`src/rtl/mdio_pkg.sv`:
```
// rtl/mdio_pkg.sv - FSM states, frame field encodings and read decode for the MDIO master
package mdio_pkg;

  typedef enum logic [2:0] {
    S_IDLE,
    S_PRE,
    S_FRAME,
    S_RX,
    S_DONE
  } state_t;

  localparam logic [1:0] ST_C22    = 2'b01;
  localparam logic [1:0] ST_C45    = 2'b00;
  localparam logic [1:0] OP_C22_RD = 2'b10;
  localparam int         FRAME_W   = 32;
  localparam int         RX_BITS   = 18;

  // Clause 45 read and post-read-increment both have OP[1] set
  function automatic logic is_read(input logic [1:0] st, input logic [1:0] op);
    return ((st == ST_C22) && (op == OP_C22_RD)) || ((st == ST_C45) && op[1]);
  endfunction

endpackage

```
`src/rtl/mdio_clkgen.sv`:
```
// rtl/mdio_clkgen.sv - MDC divider with single-clk rise/fall strobes; held low while disabled
module mdio_clkgen #(
  parameter int DIV = 2
) (
  input  logic clk,
  input  logic reset,
  input  logic en,
  output logic mdc,
  output logic mdc_rise,
  output logic mdc_fall
);

  localparam int            CW   = (DIV > 1) ? $clog2(DIV) : 1;
  localparam logic [CW-1:0] LAST = CW'(DIV - 1);

  logic [CW-1:0] cnt_q;
  logic          mdc_q;
  logic          wrap;

  assign wrap = en && (cnt_q == LAST);

  always_ff @(posedge clk or negedge reset) begin
    if (!reset) begin
      cnt_q <= '0;
      mdc_q <= 1'b0;
    end else if (!en) begin
      cnt_q <= '0;
      mdc_q <= 1'b0;
    end else if (wrap) begin
      cnt_q <= '0;
      mdc_q <= ~mdc_q;
    end else begin
      cnt_q <= cnt_q + CW'(1);
    end
  end

  assign mdc      = mdc_q;
  assign mdc_rise = wrap && !mdc_q;
  assign mdc_fall = wrap && mdc_q;

endmodule

```
`src/rtl/mdio_master_param.sv`:
```
// rtl/mdio_master_param.sv - MDIO master FSM; MDIO_TA_CHECK_EN enables turnaround response check
module mdio_master_param
  import mdio_pkg::*;
#(
  parameter int DIV     = 2,
  parameter int PRE_LEN = 32
) (
  input  logic        clk,
  input  logic        reset,
  input  logic        mdio_start,
  input  logic [31:0] t_data,
  input  logic        mdio_in,
  output logic [15:0] rd_data,
  output logic        data_rdy,
  output logic        mdc,
  output logic        mdio_oe,
  output logic        mdio_out,
  output logic        busy,
  output logic        rd_err
);

  localparam logic [5:0] PRE_LAST   = 6'(PRE_LEN - 1);
  localparam logic [5:0] FRAME_LAST = 6'(FRAME_W - 1);
  localparam logic [5:0] RD_HANDOFF = 6'(RX_BITS);
  localparam logic [5:0] RX_LAST    = 6'(RX_BITS - 1);

  state_t              state_q;
  logic [5:0]          cnt_q;
  logic [FRAME_W-1:0]  tx_q;
  logic [15:0]         rx_q;
  logic [15:0]         rd_data_q;
  logic                rd_q, rdy_q, oe_q, out_q, busy_q;
  logic                mdc_en, mdc_rise, mdc_fall;

  assign mdc_en = (state_q == S_PRE) || (state_q == S_FRAME) || (state_q == S_RX);

  mdio_clkgen #(.DIV(DIV)) u_clkgen (
    .clk      (clk),
    .reset    (reset),
    .en       (mdc_en),
    .mdc      (mdc),
    .mdc_rise (mdc_rise),
    .mdc_fall (mdc_fall)
  );

  // cnt_q holds the remaining preamble bits, then the index of the frame/RX bit on the wire
  always_ff @(posedge clk or negedge reset) begin
    if (!reset) begin
      state_q   <= S_IDLE;
      cnt_q     <= '0;
      tx_q      <= '0;
      rx_q      <= '0;
      rd_data_q <= '0;
      rd_q      <= 1'b0;
      rdy_q     <= 1'b0;
      oe_q      <= 1'b0;
      out_q     <= 1'b0;
      busy_q    <= 1'b0;
    end else begin
      rdy_q <= 1'b0;
      case (state_q)
        S_IDLE: begin
          if (mdio_start) begin
            tx_q   <= t_data;
            rd_q   <= is_read(t_data[31:30], t_data[29:28]);
            busy_q <= 1'b1;
            oe_q   <= 1'b1;
            if (PRE_LEN == 0) begin
              state_q <= S_FRAME;
              cnt_q   <= FRAME_LAST;
              out_q   <= t_data[FRAME_W-1];
            end else begin
              state_q <= S_PRE;
              cnt_q   <= PRE_LAST;
              out_q   <= 1'b1;
            end
          end
        end
        S_PRE: begin
          if (mdc_fall) begin
            if (cnt_q == '0) begin
              state_q <= S_FRAME;
              cnt_q   <= FRAME_LAST;
              out_q   <= tx_q[FRAME_W-1];
            end else begin
              cnt_q <= cnt_q - 6'd1;
            end
          end
        end
        S_FRAME: begin
          if (mdc_fall) begin
            if (rd_q && (cnt_q == RD_HANDOFF)) begin
              state_q <= S_RX;
              cnt_q   <= RX_LAST;
              oe_q    <= 1'b0;
              out_q   <= 1'b0;
            end else if (cnt_q == '0) begin
              state_q <= S_DONE;
              busy_q  <= 1'b0;
              oe_q    <= 1'b0;
              out_q   <= 1'b0;
            end else begin
              cnt_q <= cnt_q - 6'd1;
              out_q <= tx_q[FRAME_W-2];
              tx_q  <= {tx_q[FRAME_W-2:0], 1'b0};
            end
          end
        end
        S_RX: begin
          // After all 18 shifts the turnaround bits have fallen out of the top
          if (mdc_rise) rx_q <= {rx_q[14:0], mdio_in};
          if (mdc_fall) begin
            if (cnt_q == '0) begin
              state_q <= S_DONE;
              busy_q  <= 1'b0;
            end else begin
              cnt_q <= cnt_q - 6'd1;
            end
          end
        end
        S_DONE: begin
          rdy_q   <= 1'b1;
          state_q <= S_IDLE;
          if (rd_q) rd_data_q <= rx_q;
        end
        default: state_q <= S_IDLE;
      endcase
    end
  end

`ifdef MDIO_TA_CHECK_EN
  localparam logic [5:0] TA_IDX = RX_LAST - 6'd1;

  logic ta_bad_q, rd_err_q;

  always_ff @(posedge clk or negedge reset) begin
    if (!reset) begin
      ta_bad_q <= 1'b0;
      rd_err_q <= 1'b0;
    end else begin
      if ((state_q == S_IDLE) && mdio_start) rd_err_q <= 1'b0;
      if ((state_q == S_RX) && mdc_rise && (cnt_q == TA_IDX)) ta_bad_q <= mdio_in;
      if ((state_q == S_RX) && mdc_fall && (cnt_q == '0)) rd_err_q <= ta_bad_q;
    end
  end

  assign rd_err = rd_err_q;
`else
  assign rd_err = 1'b0;
`endif

  assign rd_data  = rd_data_q;
  assign data_rdy = rdy_q;
  assign mdio_oe  = oe_q;
  assign mdio_out = out_q;
  assign busy     = busy_q;

endmodule

```
`config.mk`:
```
export PLATFORM = sky130hd
export DESIGN_NAME = mdio_master_param
export DESIGN_NICKNAME = d
export VERILOG_FILES = /design/src/rtl/mdio_pkg.sv /design/src/rtl/mdio_clkgen.sv /design/src/rtl/mdio_master_param.sv
export SDC_FILE = /design/constraint.sdc
export NUM_CORES = 1
export LEC_CHECK = 0
export BUFFER_PORTS_ARGS = -buffer_cell sky130_fd_sc_hd__buf_2
export CAP_MARGIN = 5
export CORE_MARGIN = 8
export CORE_UTILIZATION = 55
export CTS_CLUSTER_SIZE = 25
export DETAILED_ROUTE_END_ITERATION = 8
export PLACE_DENSITY = 0.74
export SYNTH_ARGS = -nofsm -noshare
export SYNTH_HDL_FRONTEND = slang
export SYNTH_SLANG_ARGS = --single-unit
```
`constraint.sdc`:
```
create_clock -name clk -period 7.6 [get_ports clk]
set_clock_uncertainty 0.15 [all_clocks]
set_input_delay 1.52 -clock clk [delete_from_list [all_inputs] [get_ports clk]]
set_output_delay 1.52 -clock clk [all_outputs]
set_load 0.01 [all_outputs]
```
; Word-level counts from Yosys, hierarchy flattened
; Index checks and enable logic that the tools add are counted.
[classes]
addsub = 2
multipliers = 0
n_div = 0
n_lt_le_gt_ge = 0
n_eq_ne = 16
shift = 0
mux = 42
bitwise_logic = 1
reduce_logical = 26
[op_table]
columns = cell, count
row1 = $mux 32, 4
row2 = $pmux 32 s2, 1
row3 = $mux 6, 7
row4 = $reduce_and 5->1, 5
row5 = $pmux 6 s4, 1
row6 = $mux 3, 7
row7 = $mux 1, 18
row8 = $ne 2x2->1 const B, 7
row9 = $pmux 3 s4, 1
row10 = $eq 3x2->1 const B, 2
row11 = $eq 6x5->1 const B, 1
row12 = $logic_and 1x1->1, 6
row13 = $logic_not 6->1, 1
row14 = $pmux 1 s3, 2
row15 = $reduce_and 2->1, 3
row16 = $reduce_bool 3->1, 2
row17 = $sub 6x1->6 const B, 1
row18 = $reduce_and 4->1, 1
row19 = $reduce_bool 4->1, 1
row20 = $eq 3x1->1 const B, 1
row21 = $eq 3x3->1 const B, 1
row22 = $logic_not 3->1, 1
row23 = $logic_or 1x1->1, 3
row24 = $ne 3x1->1 const B, 1
row25 = other kinds (9), 9
[totals]
regBits = 80
latchBits = 0
ramBits = 0
mem_bits_ro = 0
in_bits = 36
out_inout_bits = 22
wordCells = 99
n_memories = 0

; Logic depth before layout (Yosys ltp)
[depth]
depth_word = 7
ltp_mapped = 10
mapped_depth_nobuf = 9

; By module
; From an unflattened synthesis, not the netlist that was laid out.
[unflattened]
cells_unflattened = 325
hier_area_um2 = 3728.6
[modules_own_cells]
columns = module, instances, cells_per_inst, area_each_um2, seq_area_each_um2
row1 = mdio_master_param, 1, 317, 3639.7, 1951.9
row2 = mdio_clkgen, 1, 8, 88.8, 50.0

; Worst setup path after synthesis
; Ideal clock, no wire load.
[synth_timing]
kind = input-to-reg
start = in mdio_start
end = reg tx_q[10]
setup_ps = 125
arrival_ps = 2784
t_required_ps = 7325
slack_ps = 4540
stages = 4
path_buffers = 1
cell_sequence = or4b_2 -> o21ai_4 -> buf_6 -> mux2_4
[synth_via]
elab_chain_cells = 2
[synth_rtl]
columns = element, line_no
row1 = from (decl), mdio_master_param.sv:10  ; input logic mdio_start,
row2 = $ne 2x2->1 (no line), n/a
row3 = $reduce_and 5->1 (no line), n/a
row4 = to (signal assigned), mdio_master_param.sv:64  ; tx_q <= t_data;
row5 = to (signal assigned), mdio_master_param.sv:105  ; tx_q <= {tx_q[FRAME_W-2:0], 1'b0};
row6 = to (decl), mdio_master_param.sv:29  ; logic [FRAME_W-1:0] tx_q;
; No other way between the ends.
; A chain may end at the register's enable or synchronous reset.

; Worst setup path after layout
[layout_timing]
start = in mdio_start
end = reg tx_q[1]
; Same word-level chain as after synthesis.

==> summary.txt <==
Yosys
  – Most frequent cells after synthesis: 80 x dfrtp_1, 65 x mux2_2, 29 x mux2_4, 12 x nor2_1, 11 x o21ai_0
  – Area share of the largest cell type after synthesis: 0.510
  – Largest cells by area after synthesis: dfrtp_1 51%, mux2_2 19%, mux2_4 11%
  – Most frequent cell after synthesis: dfrtp_1
  – Post-Syn Area: 3930 um2
  – Async set or reset register ratio after synthesis: 1.00
  – Seq/Total Area, Yosys: 0.510
  – Post-synthesis cell type count: 50
  – Top FF cell, synth: dfrtp_1
  – Synthesized instance count: 290
  – Syn_area_per_cell: roughly 14 um2
  – Post-synth EDFFs: 0
  – Largest area contributor in the netlist: dfrtp_1
  – Post-Syn Nets: 330
  – Synth Register Bits: 80
  – Yosys warning total: 0

Power and ir drop
  – Sw Pwr: between 0.0002 and 0.0003 W
  – Net Sw Frac: 0.270
  – Leak: approximately 2.1 nW
  – Logic pwr share: 0.155
  – Worst vdd ir: ~110 uV
  – P_int: 0.000697 W
  – Clock share of power: 0.323
  – Power Dens Cells: roughly 210 nW/um2
  – Flop pwr share: 0.522

GRT
  – First-pass GRT wire length: 12.1 mm
  – Vias in the first global route: ~2500
  – Initial antenna violation count: 0
  – Total track usage: 0.151
  – GR Overflow Total: 0
  – Pin count of the biggest net entering global routing: 81

Clock tree
  – Post-CTS Hold Buffers: 0
  – Reg clk slew, reported paths: around 0.08 ns
  – Root Buffer: clkbuf_8
  – H-tree Lvls: 3
  – Clk buf depth: 2
  – Clock Sinks: 80
  – Clock Latency Late Sink: approximately 0.34 ns
  – Post-CTS setup buffer count: 0
  – PostCTS Resize Cnt: 0
  – CTS Buf Count: 9
  – CTS tree: yes

Detailed routing
  – ANT nets after route: 0
  – Via count of the routed design: around 2400
  – DR WL/cell: 16.2 um
  – Drt total wl: just over 7 mm
  – Iter 0 DRT Violations: 190
  – Number of remaining DRC errors: 0
  – Vias per cell: 5.45
  – Pre-antenna DRT Iters: 4

Cells and area
  – Syn-to-layout area delta: 13.5%
  – Number of diodes: 0
  – # nets final: ~380
  – Fin area: 4460 um2
  – Layout cells sized above 1: 0.509
  – Fill cells: 566

STA
  – Final hold vios: 0
  – RSZ-0062 raised after global routing: no
  – Final hold slack: 0.343 ns
  – Final Cycle Share: 0.422
  – Final Max Slew Viols: 0
  – Fmax: roughly 310 MHz
  – Max-slew headroom: 0.341
  – Period minus WS final: 3.21 ns
  – Setup_tns: 0 ns
  – # setup viols final: 0
  – Slew @ Worst Pin: a little under 1 ns

Worst setup path
  – Worst path arrival time: roughly 3.3 ns
  – Buf/Inv on CP: 2
  – Top delay family on crit path: simple AND/OR/NAND/NOR gates
  – Critical Path Sink Type: flop
  – Crit-path cells: buf_2 -> or4b_2 -> o21ai_4 -> buf_4 -> mux2_2
  – Required @ worst endpoint: between 7 and 8 ns
  – Crit-path slowest cell: or4b_2
  – CP max FO: 32
  – CP Class: in2reg
  – CP Launch Type: input pin
  – CP peak stage delay: between 0.6 and 0.7 ns

Die
  – Die Y: 101 um
  – DIE AREA: between 10000 and 15000 um2
  – Chip width: between 100 and 150 um
  – Core footprint: just over 7000 um2
  – Initial core utilization: 0.553
  – FP Rows: 31
  – Ports: 58

Flow run
  – Max_cap viols: 0

Min path
  – Hold/Removal Path Class: reg2reg

Place
  – Detailed-placement wirelength estimate: approximately 5.0 mm
  – IO Port Bufs: 56
  – Placed Area: approximately 4300 um2
  – Routability Congestion: about 0.9

Run status
  – Status: completed
==> sequential cells by signal (all words and copies together) (netlist names) <==
name            count
tx_q               32
rd_data            16
rx_q               16
cnt_q               6
state_q             3
busy                1
data_rdy            1
mdio_oe             1
mdio_out            1
rd_q                1
u_clkgen.cnt_q      1
u_clkgen.mdc        1
==> per-layer routing <==
layer / up-vias / share of wire / GRT usage
met5: - / 0 / 0
met4: 0 / 0.014 / 0.0686
met3: 10 / 0.058 / 0.0366
met2: 58 / 0.45 / 0.216
met1: 1210 / 0.48 / 0.211
li1: 1157 / - / -
==> cell usage in the layout, fill, tap and decap left out, types with 2 or more instances in the layout <==
cell        count
buf_4           3
and3_1          2
nand2_1         6
clkinvlp_4      3
o2111ai_1       2
clkinv_4        2
nand4b_1        2
inv_1           9
o31ai_1         3
a21o_1          4
nor2b_1         2
mux2_2         65
clkbuf_8        9
nand2b_1        3
nor3_1          6
o21a_1          2
a31oi_1         2
a21oi_1         2
buf_2          55
nor2_1         12
dfrtp_1        80
o21ai_0        11
mux2_4         29
and2_1          2
ha_1            4
a2111oi_0       2
==> area by class of cell <==
| type | count | area [um2] | share of cell area |
|---|---|---|---|
| clock buffers | 10 | 128 | 0.0286 |
| inverters | 9 | 33.8 | 0.00757 |
| clock inverters | 6 | 70.1 | 0.0157 |
| flip-flops and latches | 80 | 2000 | 0.449 |
| repair buffers | 58 | 298 | 0.0668 |
| well taps | 99 | 124 | 0.0278 |
| multi-input cells | 185 | 1810 | 0.405 |
==> power by group through the flow <==
stage | Combinational [W] | Sequential, W | Clock, W
2_1_floorplan | 0.000108 | 0.000497 | 0
3_3_place_gp | 0.000144 | 0.000506 | 0
3_5_place_dp | 0.000150 | 0.000506 | 0
4_1_cts | 0.000150 | 0.000498 | 0.000317
5_1_grt | 0.000165 | 0.000504 | 0.000335
6_report | 0.000148 | 0.000499 | 0.000309
==> logic make-up (layout without fill, tap and decap cells) <==
group	Yosys count	after routing	share of synthesized area
multiplexers	94	94	0.297
flip-flops	80	80	0.510
AND/OR/NAND/NOR	45	45	0.0682
AO/OA/AOI/OAI	40	40	0.0768
buffers and inverters	25	83	0.0325
adder cells (fa/ha/maj)	4	4	0.0127
other	1	1	0.000954
XOR/XNOR	1	1	0.00223
==> through the flow <==
stage | instances | power (W) | util | setup slack (ns)
after global routing | 447 | 0.00100 | 0.628 | 4.34
after floorplan | 290 | 0.000605 | - | 4.54
after detailed placement | 431 | 0.000655 | 0.601 | 4.03
after CTS | 447 | 0.000964 | 0.628 | 4.41
final | 447 | 0.000956 | 0.628 | 4.39
after global placement | 431 | 0.000650 | 0.601 | 4.07
==> final timing paths <==
path / slack (ns) / to / cells after the start / from
worst max-delay path: 4.39 / tx_q[1] / 5 / mdio_start
worst min-delay path: 0.34 / mdio_oe / 1 / mdio_oe
worst max register to register: 4.86 / cnt_q[0] / 8 / cnt_q[0]
worst min register to register: 0.34 / mdio_oe / 1 / mdio_oe
max in group asynchronous: 5.47 / tx_q[25] / 1 / reset
min in group asynchronous: 1.16 / rd_data[2] / 1 / reset
Note: power is estimated with default switching activity, not from simulation.
